## config.mk

```make
export PLATFORM = sky130hd
export DESIGN_NAME = debug_loader
export DESIGN_NICKNAME = d
export VERILOG_FILES = /design/src/rtl/dbg_pkg.sv /design/src/rtl/dbg_tx_shift.sv /design/src/rtl/debug_loader.sv
export SDC_FILE = /design/constraint.sdc
export NUM_CORES = 1
export LEC_CHECK = 0
export CAP_MARGIN = 30
export CORE_MARGIN = 1
export CORE_UTILIZATION = 47
export DETAILED_ROUTE_END_ITERATION = 7
export PLACE_DENSITY = 0.82
export SLEW_MARGIN = 5
export SYNTH_ARGS = -nofsm -noshare
export SYNTH_HDL_FRONTEND = slang
export SYNTH_SLANG_ARGS = --single-unit
```

## constraint.sdc

```tcl
create_clock -name clk -period 5.3 [get_ports clk]
set_input_delay 0.53 -clock clk [delete_from_list [all_inputs] [get_ports clk]]
set_output_delay 0.53 -clock clk [all_outputs]
set_load 0.02 [all_outputs]
```

## src/rtl/dbg_pkg.sv

```systemverilog
// Shared definitions for the host debug/program-load unit:
// opcodes, reply bytes, FSM state encoding and opcode helpers.
package dbg_pkg;

  localparam logic [7:0] OP_WI   = 8'h01;
  localparam logic [7:0] OP_WD   = 8'h02;
  localparam logic [7:0] OP_RI   = 8'h03;
  localparam logic [7:0] OP_RD   = 8'h04;
  localparam logic [7:0] OP_RR   = 8'h05;
  localparam logic [7:0] OP_RUN  = 8'h06;
  localparam logic [7:0] OP_HALT = 8'h07;

  localparam logic [7:0] ACK_BYTE  = 8'hAA;
  localparam logic [7:0] ERR_BYTE  = 8'hEE;
  localparam logic [7:0] HALT_BYTE = 8'h5A;

  localparam int TIMEOUT_CYC_DEF = 100000;

  typedef enum logic [2:0] {
    S_IDLE,
    S_GET_ADDR,
    S_GET_DATA,
    S_WRITE,
    S_READ,
    S_SEND,
    S_RESP
  } state_e;

  function automatic logic op_has_addr(logic [7:0] op);
    return (op >= OP_WI) && (op <= OP_RR);
  endfunction

  function automatic logic op_is_write(logic [7:0] op);
    return (op == OP_WI) || (op == OP_WD);
  endfunction

endpackage

```

## src/rtl/dbg_tx_shift.sv

```systemverilog
// Reply serializer: loads a 1- or 4-byte word, emits it LSB-first,
// each byte held on tx_data until tx_ready.
// Ports: clk, rstn, load/word/single (load request), tx_ready,
//        tx_valid/tx_data (registered stream), busy.
module dbg_tx_shift (
  input  logic        clk,
  input  logic        rstn,
  input  logic        load,
  input  logic [31:0] word,
  input  logic        single,
  input  logic        tx_ready,
  output logic        tx_valid,
  output logic [7:0]  tx_data,
  output logic        busy
);

  logic [31:0] sh;
  logic [2:0]  left;

  always_ff @(posedge clk or negedge rstn) begin
    if (!rstn) begin
      sh       <= '0;
      left     <= '0;
      tx_valid <= 1'b0;
    end else if (load) begin
      sh       <= word;
      left     <= single ? 3'd1 : 3'd4;
      tx_valid <= 1'b1;
    end else if (tx_valid && tx_ready) begin
      sh       <= {8'h00, sh[31:8]};
      left     <= left - 3'd1;
      tx_valid <= (left != 3'd1);
    end
  end

  assign tx_data = sh[7:0];
  assign busy    = tx_valid;

endmodule

```

## src/rtl/debug_loader.sv

```systemverilog
// Host-side debug/program-load unit: decodes framed byte commands,
// drives CPU debug write/read ports and CPU reset, replies on tx stream.
// Ports: clk, rstn; rx_valid/rx_data/rx_ready (command bytes);
//        tx_valid/tx_data/tx_ready (replies); cpu_rstn, cpu_stop;
//        inst_*/data_* debug write/read; rf_dcp_rd/rf_addr/rf_out.
module debug_loader
  import dbg_pkg::*;
#(
  parameter int TIMEOUT_CYC = TIMEOUT_CYC_DEF
) (
  input  logic        clk,
  input  logic        rstn,
  input  logic        rx_valid,
  input  logic [7:0]  rx_data,
  output logic        rx_ready,
  output logic        tx_valid,
  output logic [7:0]  tx_data,
  input  logic        tx_ready,
  output logic        cpu_rstn,
  input  logic        cpu_stop,
  output logic        inst_we,
  output logic [7:0]  inst_addr,
  output logic [31:0] inst_in,
  output logic        data_we,
  output logic [7:0]  data_addr,
  output logic [31:0] data_in,
  output logic        rf_dcp_rd,
  output logic [4:0]  rf_addr,
  input  logic [31:0] inst_out,
  input  logic [31:0] data_out,
  input  logic [31:0] rf_out
);

  state_e      state, state_n;
  logic [7:0]  op, addr;
  logic [31:0] data, word, rd_word;
  logic [1:0]  cnt;
  logic [16:0] tmo;
  logic        pend, stop_q, live;
  logic        load, single, tx_busy;
  logic        acc, tmo_hit, stop_rise, in_frame;

  assign acc       = rx_valid & rx_ready;
  assign tmo_hit   = (tmo == 17'(TIMEOUT_CYC - 1));
  assign stop_rise = cpu_stop & ~stop_q & cpu_rstn;
  assign in_frame  = (state == S_GET_ADDR) || (state == S_GET_DATA);

  always_comb begin
    rd_word = rf_out;
    unique case (1'b1)
      (op == OP_RI): rd_word = inst_out;
      (op == OP_RD): rd_word = data_out;
      default:       rd_word = rf_out;
    endcase
  end

  always_comb begin
    state_n  = state;
    rx_ready = 1'b0;
    load     = 1'b0;
    single   = 1'b1;
    word     = {24'h0, ACK_BYTE};
    unique case (state)
      S_IDLE: begin
        if (pend) begin
          load    = 1'b1;
          word    = {24'h0, HALT_BYTE};
          state_n = S_RESP;
        end else begin
          rx_ready = live;
          if (rx_valid && live) begin
            if (op_has_addr(rx_data)) begin
              state_n = S_GET_ADDR;
            end else begin
              load    = 1'b1;
              state_n = S_RESP;
              if (rx_data != OP_RUN && rx_data != OP_HALT)
                word = {24'h0, ERR_BYTE};
            end
          end
        end
      end
      S_GET_ADDR: begin
        rx_ready = 1'b1;
        if (rx_valid)
          state_n = op_is_write(op) ? S_GET_DATA : S_READ;
        else if (tmo_hit)
          state_n = S_IDLE;
      end
      S_GET_DATA: begin
        rx_ready = 1'b1;
        if (rx_valid) begin
          if (cnt == 2'd3) state_n = S_WRITE;
        end else if (tmo_hit) begin
          state_n = S_IDLE;
        end
      end
      S_WRITE: begin
        load    = 1'b1;
        state_n = S_RESP;
        if (cpu_rstn) word = {24'h0, ERR_BYTE};
      end
      S_READ: begin
        load    = 1'b1;
        single  = 1'b0;
        word    = rd_word;
        state_n = S_SEND;
      end
      S_SEND, S_RESP: begin
        if (!tx_busy) state_n = S_IDLE;
      end
      default: state_n = S_IDLE;
    endcase
  end

  always_ff @(posedge clk or negedge rstn) begin
    if (!rstn) begin
      state    <= S_IDLE;
      op       <= '0;
      addr     <= '0;
      data     <= '0;
      cnt      <= '0;
      tmo      <= '0;
      pend     <= 1'b0;
      stop_q   <= 1'b0;
      live     <= 1'b0;
      cpu_rstn <= 1'b0;
    end else begin
      state  <= state_n;
      stop_q <= cpu_stop;
      live   <= 1'b1;
      if (state == S_IDLE && acc) begin
        op  <= rx_data;
        cnt <= '0;
        if (rx_data == OP_RUN)  cpu_rstn <= 1'b1;
        if (rx_data == OP_HALT) cpu_rstn <= 1'b0;
      end
      if (state == S_GET_ADDR && acc) addr <= rx_data;
      if (state == S_GET_DATA && acc) begin
        data <= {rx_data, data[31:8]};
        cnt  <= cnt + 2'd1;
      end
      if (in_frame && !acc) tmo <= tmo + 17'd1;
      else                  tmo <= '0;
      // A halt edge arriving while the notify goes out must not be lost.
      if (state == S_IDLE && acc && rx_data == OP_HALT) pend <= 1'b0;
      else if (stop_rise)                               pend <= 1'b1;
      else if (state == S_IDLE && pend)                 pend <= 1'b0;
    end
  end

  assign inst_we   = (state == S_WRITE) && (op == OP_WI) && !cpu_rstn;
  assign data_we   = (state == S_WRITE) && (op == OP_WD) && !cpu_rstn;
  assign inst_addr = addr;
  assign data_addr = addr;
  assign inst_in   = data;
  assign data_in   = data;
  assign rf_dcp_rd = (state == S_READ) && (op == OP_RR);
  assign rf_addr   = addr[4:0];

  dbg_tx_shift u_tx (
    .clk      (clk),
    .rstn     (rstn),
    .load     (load),
    .word     (word),
    .single   (single),
    .tx_ready (tx_ready),
    .tx_valid (tx_valid),
    .tx_data  (tx_data),
    .busy     (tx_busy)
  );

endmodule

```

==> results of run 1 <==
registers in the layout (all words and copies together), names as in the netlist, 2 cells and up:
signal,count
cnt,2
tmo,17
op,8
data_in,32
u_tx.left,3
u_tx.sh,32
data_addr,8
state,3
final timing paths:
check,to
setup / recovery,data_we
hold / removal,data_in[5]
setup reg to reg,u_tx.sh[6]
hold reg to reg,tmo[0]
max in group asynchronous,live
min in group clk,tmo[0]
power by group through the flow:
stage          registers, mW  clock network [mW]  logic (mW)
2_1_floorplan           1.51                   0        1.66
3_3_place_gp            1.46                   0        2.34
3_5_place_dp            1.48                   0        2.41
4_1_cts                 1.47               0.677        2.42
5_1_grt                 1.52               0.712        2.59
6_report                1.47               0.663        2.41
cell usage in the layout (no fill, tap or decap), types with 8 or more instances in the layout:
master and count:
a21o_1 17, a21oi_1 17, a22o_1 10, a22oi_1 20, a2bb2oi_2 18, clkbuf_16 9
clkdlybuf4s50_1 206, dfrtp_1 110, inv_1 8, mux2_2 48, nand2_1 39, nand3_1 13
nor2_1 27, o21ai_0 12, o21ai_1 15, o2bb2ai_1 12, xor2_1 12
area by class of cell:
type | count | area, µm² | area share [%]
Inverter | 8 | 30.0 | 0.368
Timing Repair Buffer | 213 | 2140 | 26.2
Sequential cell | 110 | 2750 | 33.7
Clock inverter | 6 | 62.6 | 0.766
Antenna cell | 1 | 2.50 | 0.0307
Clock buffer | 10 | 229 | 2.80
Tap cell | 172 | 215 | 2.64
Multi-Input combinational cell | 360 | 2740 | 33.5
routing by layer:
metal	routed length, µm	up-vias
met1	6850	2441
met3	851	39
li1	-	2280
met5	0	-
met4	420	0
met2	7840	184
logic make-up after synthesis:
family | after synthesis | synth area share, %
xor+xnor | 18 | 2.58
mux | 49 | 9.00
simple gates | 133 | 11.6
compound gates | 155 | 20.6
flops | 110 | 45.0
buf+inv | 96 | 10.4
other cells | 1 | 0.0613
fa+ha+maj | 4 | 0.818
critical path, delay by kind of cell, from the launching register on:
kind                   cells  cell delay, ps
buffers and inverters      1             660
DFF                        1             440
and+or+nand+nor            4            1190
metrics by stage:
stage	hold slack, ps	utilization, %	worst slack (ps)	power [mW]	std cells
final	223	64.4	2120	4.55	880
after global routing	289	64.4	2030	4.82	880
after CTS	250	64.3	2140	4.57	878
after detailed placement	479	62.0	2040	3.89	862
after global placement	470	61.8	2030	3.81	860
after floorplan	234	-	2970	3.17	566
==> results.json, run 1 <==
{
  "combPwrFrac_pct": 53.0,
  "met1_usage_pct": 32.0,
  "root_buffer": "clkbuf_16",
  "p_leak_nw": 3.29,
  "syn_inst": 566,
  "hold_path_class": "input pin to asynchronous set/reset pin",
  "critPathRequiredTime_ps": 4770,
  "synth_async_sr_flop_share_pct": 100,
  "io_pins": 208,
  "max-slew-margin-rel_pct": 45.1,
  "ys_top_cells_by_count": "110 x dfrtp_1, 57 x buf_4, 48 x mux2_2",
  "critPathArrivalTime_ps": 2650,
  "criticalPathCategory": "flip-flop to output port",
  "clockBufferDepth": 2,
  "grt_first_pass_wirelength_um": 24900,
  "first_pass_iters": 5,
  "place_congestion": 0.880,
  "core_um2": 12700,
  "synth.cell_area_um2": 6120,
  "tns_ps": 0,
  "p_per_area_nw_per_um2": 557,
  "io_buffers": 207,
  "cp-startpoint": "op[3]",
  "die_w_um": 116,
  "ir_drop_mv": 0.260,
  "finClkSkew_ps": 9.01,
  "dpl-instance-area_um2": 7860,
  "pwr-share-clk_pct": 14.6,
  "use_met2_pct": 39.8,
  "row_count": 41,
  "drv_cap": 0,
  "start_util_pct": 48.3,
  "avgSynthCellArea_um2": 10.8,
  "grt_pass1_vias": 4864,
  "postCtsSetupBuffers": 0,
  "synth-edff-count": 0,
  "cts_made_buffers": 9,
  "synth_seq_cells": 110,
  "internal_power_mw": 2.72,
  "grt_overflow_total": 0,
  "cts.reportedPaths.clkPinSlew_ps": 70,
  "path_cells": "nor3_2 -> nand2_1 -> or4_1 -> nor3b_1 -> clkdlybuf4s50_1",
  "synth_nets": 679,
  "ys_top_cells_by_area": "dfrtp_1 45%, mux2_2 8.8%, buf_4 7.0%, a2bb2oi_2 4.4%, a22oi_1 2.5%",
  "end_kind": "output port",
  "ys_types": 71,
  "die-area_um2": 13500,
  "slew_viol_final": 0,
  "drt.antenna.violating_nets": 0,
  "finalSetupViolCount": 0,
  "wire_per_inst_um": 18.1,
  "synthMostInstantiatedCell": "dfrtp_1",
  "power_frac_seq_pct": 32.4,
  "synthFlopType": "dfrtp_1",
  "vias": 4944,
  "ys_seq_area_share_pct": 45.0,
  "clock.fmax_ghz": 0.315,
  "start_kind": "flip-flop",
  "area.growth.synth_to_final_pct": 33.4,
  "drt_wl_total_um": 16000,
  "clock-sinks": 110,
  "critical_path.max_fanout": 5,
  "yosys_warnings": 0,
  "synth.largest_area_cell": "dfrtp_1",
  "grt_max_degree": 59,
  "cts.repair.resized": 0,
  "tritoncts": "yes",
  "busiest_layer": "met2",
  "drive_gt1_share_pct": 14.6,
  "hpwl_um": 12100,
  "stdcell_area_um2": 8160,
  "drt_iter0_markers": 349,
  "die_h_um": 116,
  "rsz0062_at_grt": "no",
  "grt_use_total_pct": 24.1,
  "yosys.area.top_type_share_pct": 45.0,
  "met3_usage_pct": 4.20,
  "clk_latency_ps": 350,
  "reg2reg_depth": 5,
  "rr_startpoint": "state[1]",
  "cpMaxStageDelayCell": "clkdlybuf4s50_1",
  "nFillCells": 1018,
  "period_needed_ps": 3180,
  "crit_path_max_incr_delay_ps": 660,
  "post-route-period-util_pct": 60.0,
  "ctsHoldBuffers": 0,
  "hold_violations": 0,
  "tightestPinTransition_ps": 821,
  "antenna_found_initial": 1,
  "regToRegSetupSlack_ps": 2360,
  "p_sw_mw": 1.83,
  "outcome": "completed",
  "cts_max_level": 3,
  "viasPerCell": 5.62,
  "drc_errors": 0,
  "switching_share_pct": 40.1,
  "final_nets": 815
}
(Power assumes the default switching activity.)
==> inputs of run 2 (changes only) <==
Settings changed: CORE_UTILIZATION 47 to 46, PLACE_DENSITY 0.82 to 0.81.
Clock period 5.3 ns to 3.2 ns, I/O delays scaled along.
==> results.json, run 2 (same netlist as run 1, synthesis figures left out) <==
{
  "regToRegSetupSlack_ps": 770,
  "slew_viol_final": 0,
  "tritoncts": "yes",
  "outcome": "complete, but fails checks",
  "cts_made_buffers": 9,
  "final_nets": 820,
  "ctsHoldBuffers": 0,
  "hold_path_class": "input pin to asynchronous set/reset pin",
  "finalSetupViolCount": 0,
  "start_kind": "flip-flop",
  "place_congestion": 0.874,
  "period_needed_ps": 2930,
  "tns_ps": 0,
  "clockBufferDepth": 2,
  "p_per_area_nw_per_um2": 929,
  "grt_max_degree": 61,
  "hold_violations": 4,
  "drv_cap": 0,
  "hold-worst-slack_ps": -4.73,
  "drc_errors": 0,
  "critPathArrivalTime_ps": 2610,
  "postCtsSetupBuffers": 0,
  "grt_overflow_total": 0,
  "grt_pass1_vias": 5053,
  "area.growth.synth_to_final_pct": 34.1,
  "die-area_um2": 13800,
  "end_kind": "output port",
  "drt_iter0_markers": 326,
  "clock.fmax_ghz": 0.341,
  "criticalPathCategory": "flip-flop to output port",
  "reg2reg_to": "u_tx.sh[6]",
  "drt.antenna.violating_nets": 0,
  "core_um2": 12800,
  "critical_path.max_fanout": 5,
  "drt_wl_total_um": 16400,
  "tightestPinTransition_ps": 850,
  "p_leak_nw": 3.32,
  "rr_startpoint": "state[1]",
  "row_count": 41,
  "max-slew-margin-rel_pct": 43.4,
  "clk_latency_ps": 350,
  "vias": 4958,
  "die_h_um": 117,
  "clock-sinks": 110,
  "viasPerCell": 5.61,
  "rsz0062_at_grt": "no",
  "grt_first_pass_wirelength_um": 26700,
  "cts.repair.resized": 0,
  "antenna_cells": 0,
  "ir_drop_mv": 0.489,
  "violations": "hold timing",
  "final_cell_mix": "206 x clkdlybuf4s50_1, 110 x dfrtp_1, 48 x mux2_2, 39 x nand2_1, 27 x nor2_1",
  "antenna_found_initial": 0,
  "grt_use_total_pct": 24.3,
  "critPathRequiredTime_ps": 2880,
  "first_pass_iters": 5,
  "die_w_um": 117,
  "finClkSkew_ps": 9.15,
  "drive_gt1_share_pct": 15.2,
  "hpwl_um": 12400,
  "start_util_pct": 47.9,
  "wire_per_inst_um": 18.6,
  "cts_max_level": 3,
  "final_common_cell": "clkdlybuf4s50_1",
  "io_buffers": 207,
  "cts.reportedPaths.clkPinSlew_ps": 80,
  "total_power_mw": 7.62,
  "post-route-period-util_pct": 91.7,
  "reg2reg_depth": 7,
  "root_buffer": "clkbuf_16",
  "io_pins": 208
}
run 2: cell types whose count changed in the layout (fill, tap and decap cells not counted):
cell / before / now
inv_8: 0 / 2
buf_12: 0 / 1
buf_8: 3 / 0
inv_6: 0 / 1
clkinv_4: 0 / 1
clkinv_2: 2 / 0
clkinvlp_4: 3 / 1
diode_2: 1 / 0
buf_4: 4 / 11
run 2: worst max path at each step:
stage	start	endpoint	cells after the start
2_1_floorplan	op[3]	data_we	4
3_3_place_gp	state[2]	data_we	4
3_5_place_dp	op[3]	data_we	5
4_1_cts	op[3]	data_we	5
5_1_grt	op[3]	data_we	5
6_report	op[3]	data_we	5
run 2: critical path, stage by stage (launching register included):
cell and delay [ps]:
dfrtp_1 420, nor3_2 260, nand2_1 170, or4_1 560, nor3b_1 220, clkdlybuf4s50_1 640
run 2: cell type report:
cell class | instances | area [µm²]
inverter | 8 | 30.0
multi-input combinational | 360 | 2740
timing repair buffer | 218 | 2160
clock buffer | 10 | 229
fill | 980 | 4570
clock inverter | 6 | 77.6
tap | 172 | 215
sequential | 110 | 2750
run 2: layer usage:
metal	share of wire (%)	track usage, %
met4	1.3	6.33
met5	0	0
met3	4.1	3.21
met2	52	42.9
met1	42	31.1
run 2: power breakdown:
part	internal [mW]	switching (mW)
clock	0.623	0.529
combinational	2.03	2.03
sequential	1.90	0.516
run 2: stage by stage:
step / setup slack, ps / cell area (µm²) / utilization (%) / hold slack [ps] / instances
floorplan: 1080 / 6120 / - / 24.4 / 566
CTS: 255 / 8200 / 64.2 / 13.9 / 884
finish: 266 / 8200 / 64.2 / -4.73 / 884
global placement: 673 / 7900 / 61.8 / 377 / 868
detailed placement: 647 / 7900 / 61.8 / 388 / 868
global route: 159 / 8200 / 64.2 / 35.3 / 884
==> inputs of run 3 (changes only) <==
Settings changed: HOLD_SLACK_MARGIN set to 0.1.
==> results.json, run 3 (same netlist as run 1, synthesis figures left out) <==
{
  "outcome": "completed",
  "hold_violations": 0,
  "final_common_cell": "clkdlybuf4s50_1",
  "tightestPinTransition_ps": 851,
  "crit_path_max_incr_delay_ps": 640,
  "place_ws_ps": 647,
  "drv_cap": 0,
  "antenna_cells": 0,
  "drive_gt1_share_pct": 15.1,
  "area.growth.synth_to_final_pct": 34.2,
  "post-route-period-util_pct": 91.8,
  "postCtsSetupBuffers": 0,
  "finClkSkew_ps": 8.13,
  "hold_path_class": "input pin to flip-flop",
  "setup_ws_ps": 261,
  "total_power_mw": 7.63,
  "wire_per_inst_um": 18.6,
  "vias": 4984,
  "clockBufferDepth": 2,
  "grt_pass1_vias": 5055,
  "place_congestion": 0.874,
  "tritoncts": "yes",
  "critical_path.max_fanout": 5,
  "drt_iter0_markers": 300,
  "cts_max_level": 3,
  "die-area_um2": 13800,
  "io_pins": 208,
  "clock-sinks": 110,
  "root_buffer": "clkbuf_16",
  "core_um2": 12800,
  "final_cell_mix": "206 x clkdlybuf4s50_1, 110 x dfrtp_1, 48 x mux2_2, 39 x nand2_1, 27 x nor2_1",
  "first_pass_iters": 7,
  "final_nets": 821,
  "start_util_pct": 47.9,
  "p_leak_nw": 3.33,
  "critPathArrivalTime_ps": 2620,
  "ir_drop_mv": 0.488,
  "critical_path_buf_inv_count": 1,
  "critPathTopFamily": "simple AND/OR/NAND/NOR gates",
  "io_buffers": 207,
  "final_cells": 885,
  "cpMaxStageDelayCell": "clkdlybuf4s50_1",
  "antenna_found_initial": 0,
  "critPathRequiredTime_ps": 2880,
  "cts.repair.resized": 0,
  "drt.antenna.violating_nets": 0,
  "grt_use_total_pct": 24.3,
  "path_cells": "nor3_2 -> nand2_1 -> or4_1 -> nor3b_1 -> clkdlybuf4s50_1",
  "max-slew-margin-rel_pct": 43.2,
  "slew_viol_final": 0,
  "end_kind": "output port",
  "grt_first_pass_wirelength_um": 26800,
  "cts_made_buffers": 9,
  "period_needed_ps": 2940,
  "placed_cells": 868,
  "criticalPathCategory": "flip-flop to output port",
  "viasPerCell": 5.63,
  "nFillCells": 977,
  "clk_latency_ps": 350,
  "p_per_area_nw_per_um2": 929,
  "row_count": 41,
  "clock.fmax_ghz": 0.340,
  "rsz0062_at_grt": "no",
  "cts.reportedPaths.clkPinSlew_ps": 80,
  "grt_max_degree": 61,
  "drt_wl_total_um": 16500,
  "start_kind": "flip-flop",
  "die_w_um": 117,
  "tns_ps": 0,
  "finalSetupViolCount": 0,
  "grt_overflow_total": 0,
  "die_h_um": 117,
  "hpwl_um": 12400,
  "drc_errors": 0
}
## run 3: cell count changes in the layout (fill, tap and decap cells not counted), sizes merged
cell | before | now
dlygate4sd3 | 0 | 1
## run 3: report_power, final
part,total [mW],internal [mW],leakage [nW],switching [mW]
Sequential,2.41,1.90,1.40,0.516
Clock,1.15,0.623,0.147,0.527
Combinational,4.07,2.03,1.78,2.04
## run 3: area by class of cell
| type | instances | area, µm² | area share, % |
|---|---|---|---|
| Multi-Input combinational cell | 360 | 2740 | 33.3 |
| Sequential cell | 110 | 2750 | 33.5 |
| Timing Repair Buffer | 219 | 2170 | 26.5 |
| Clock buffer | 10 | 229 | 2.79 |
| Clock inverter | 6 | 77.6 | 0.944 |
| Tap cell | 172 | 215 | 2.62 |
| Inverter | 8 | 30.0 | 0.366 |
## run 3: timing repair
action | in CTS | in global routing
endpoints found under the setup margin | 0 | 0
hold endpoints to repair | 50 | 0
hold buffers | 1 | 0
## run 3: path summary, 6_finish.rpt
path	startpoint	end	slack, ps	cells past startpoint
hold reg to reg	u_tx.sh[31]	u_tx.sh[31]	490	1
min in group asynchronous	rstn	data_in[3]	560	2
hold / removal	cpu_stop	stop_q	450	1
setup / recovery	op[3]	data_we	260	5
max in group asynchronous	rstn	tmo[15]	1890	3
setup reg to reg	state[1]	u_tx.sh[6]	750	7
## run 3: metrics by stage
| step | hold slack, ps | util, % | instance area [µm²] |
|---|---|---|---|
| floorplan | 24.4 | - | 6120 |
| global placement | 377 | 61.8 | 7900 |
| detailed placement | 388 | 61.8 | 7900 |
| CTS | 438 | 64.3 | 8210 |
| global route | 436 | 64.3 | 8210 |
| finish | 447 | 64.3 | 8210 |
## run 3: worst register-to-register path, cell delays in order, from the launching register on
cell and delay, ps:
dfrtp_1 590, buf_4 230, or3b_1 140, buf_4 320, nand2_1 160, a21oi_4 160, nand2_2 370, o22a_1 350
## run 3: routing by layer
metal | global-route usage [%] | routed length [µm] | vias to the layer above
li1 | - | - | 2287
met1 | 31.2 | 6940 | 2539
met2 | 43.0 | 8660 | 143
met3 | 3.21 | 709 | 15
met4 | 5.93 | 180 | 0
met5 | 0 | 0 | -
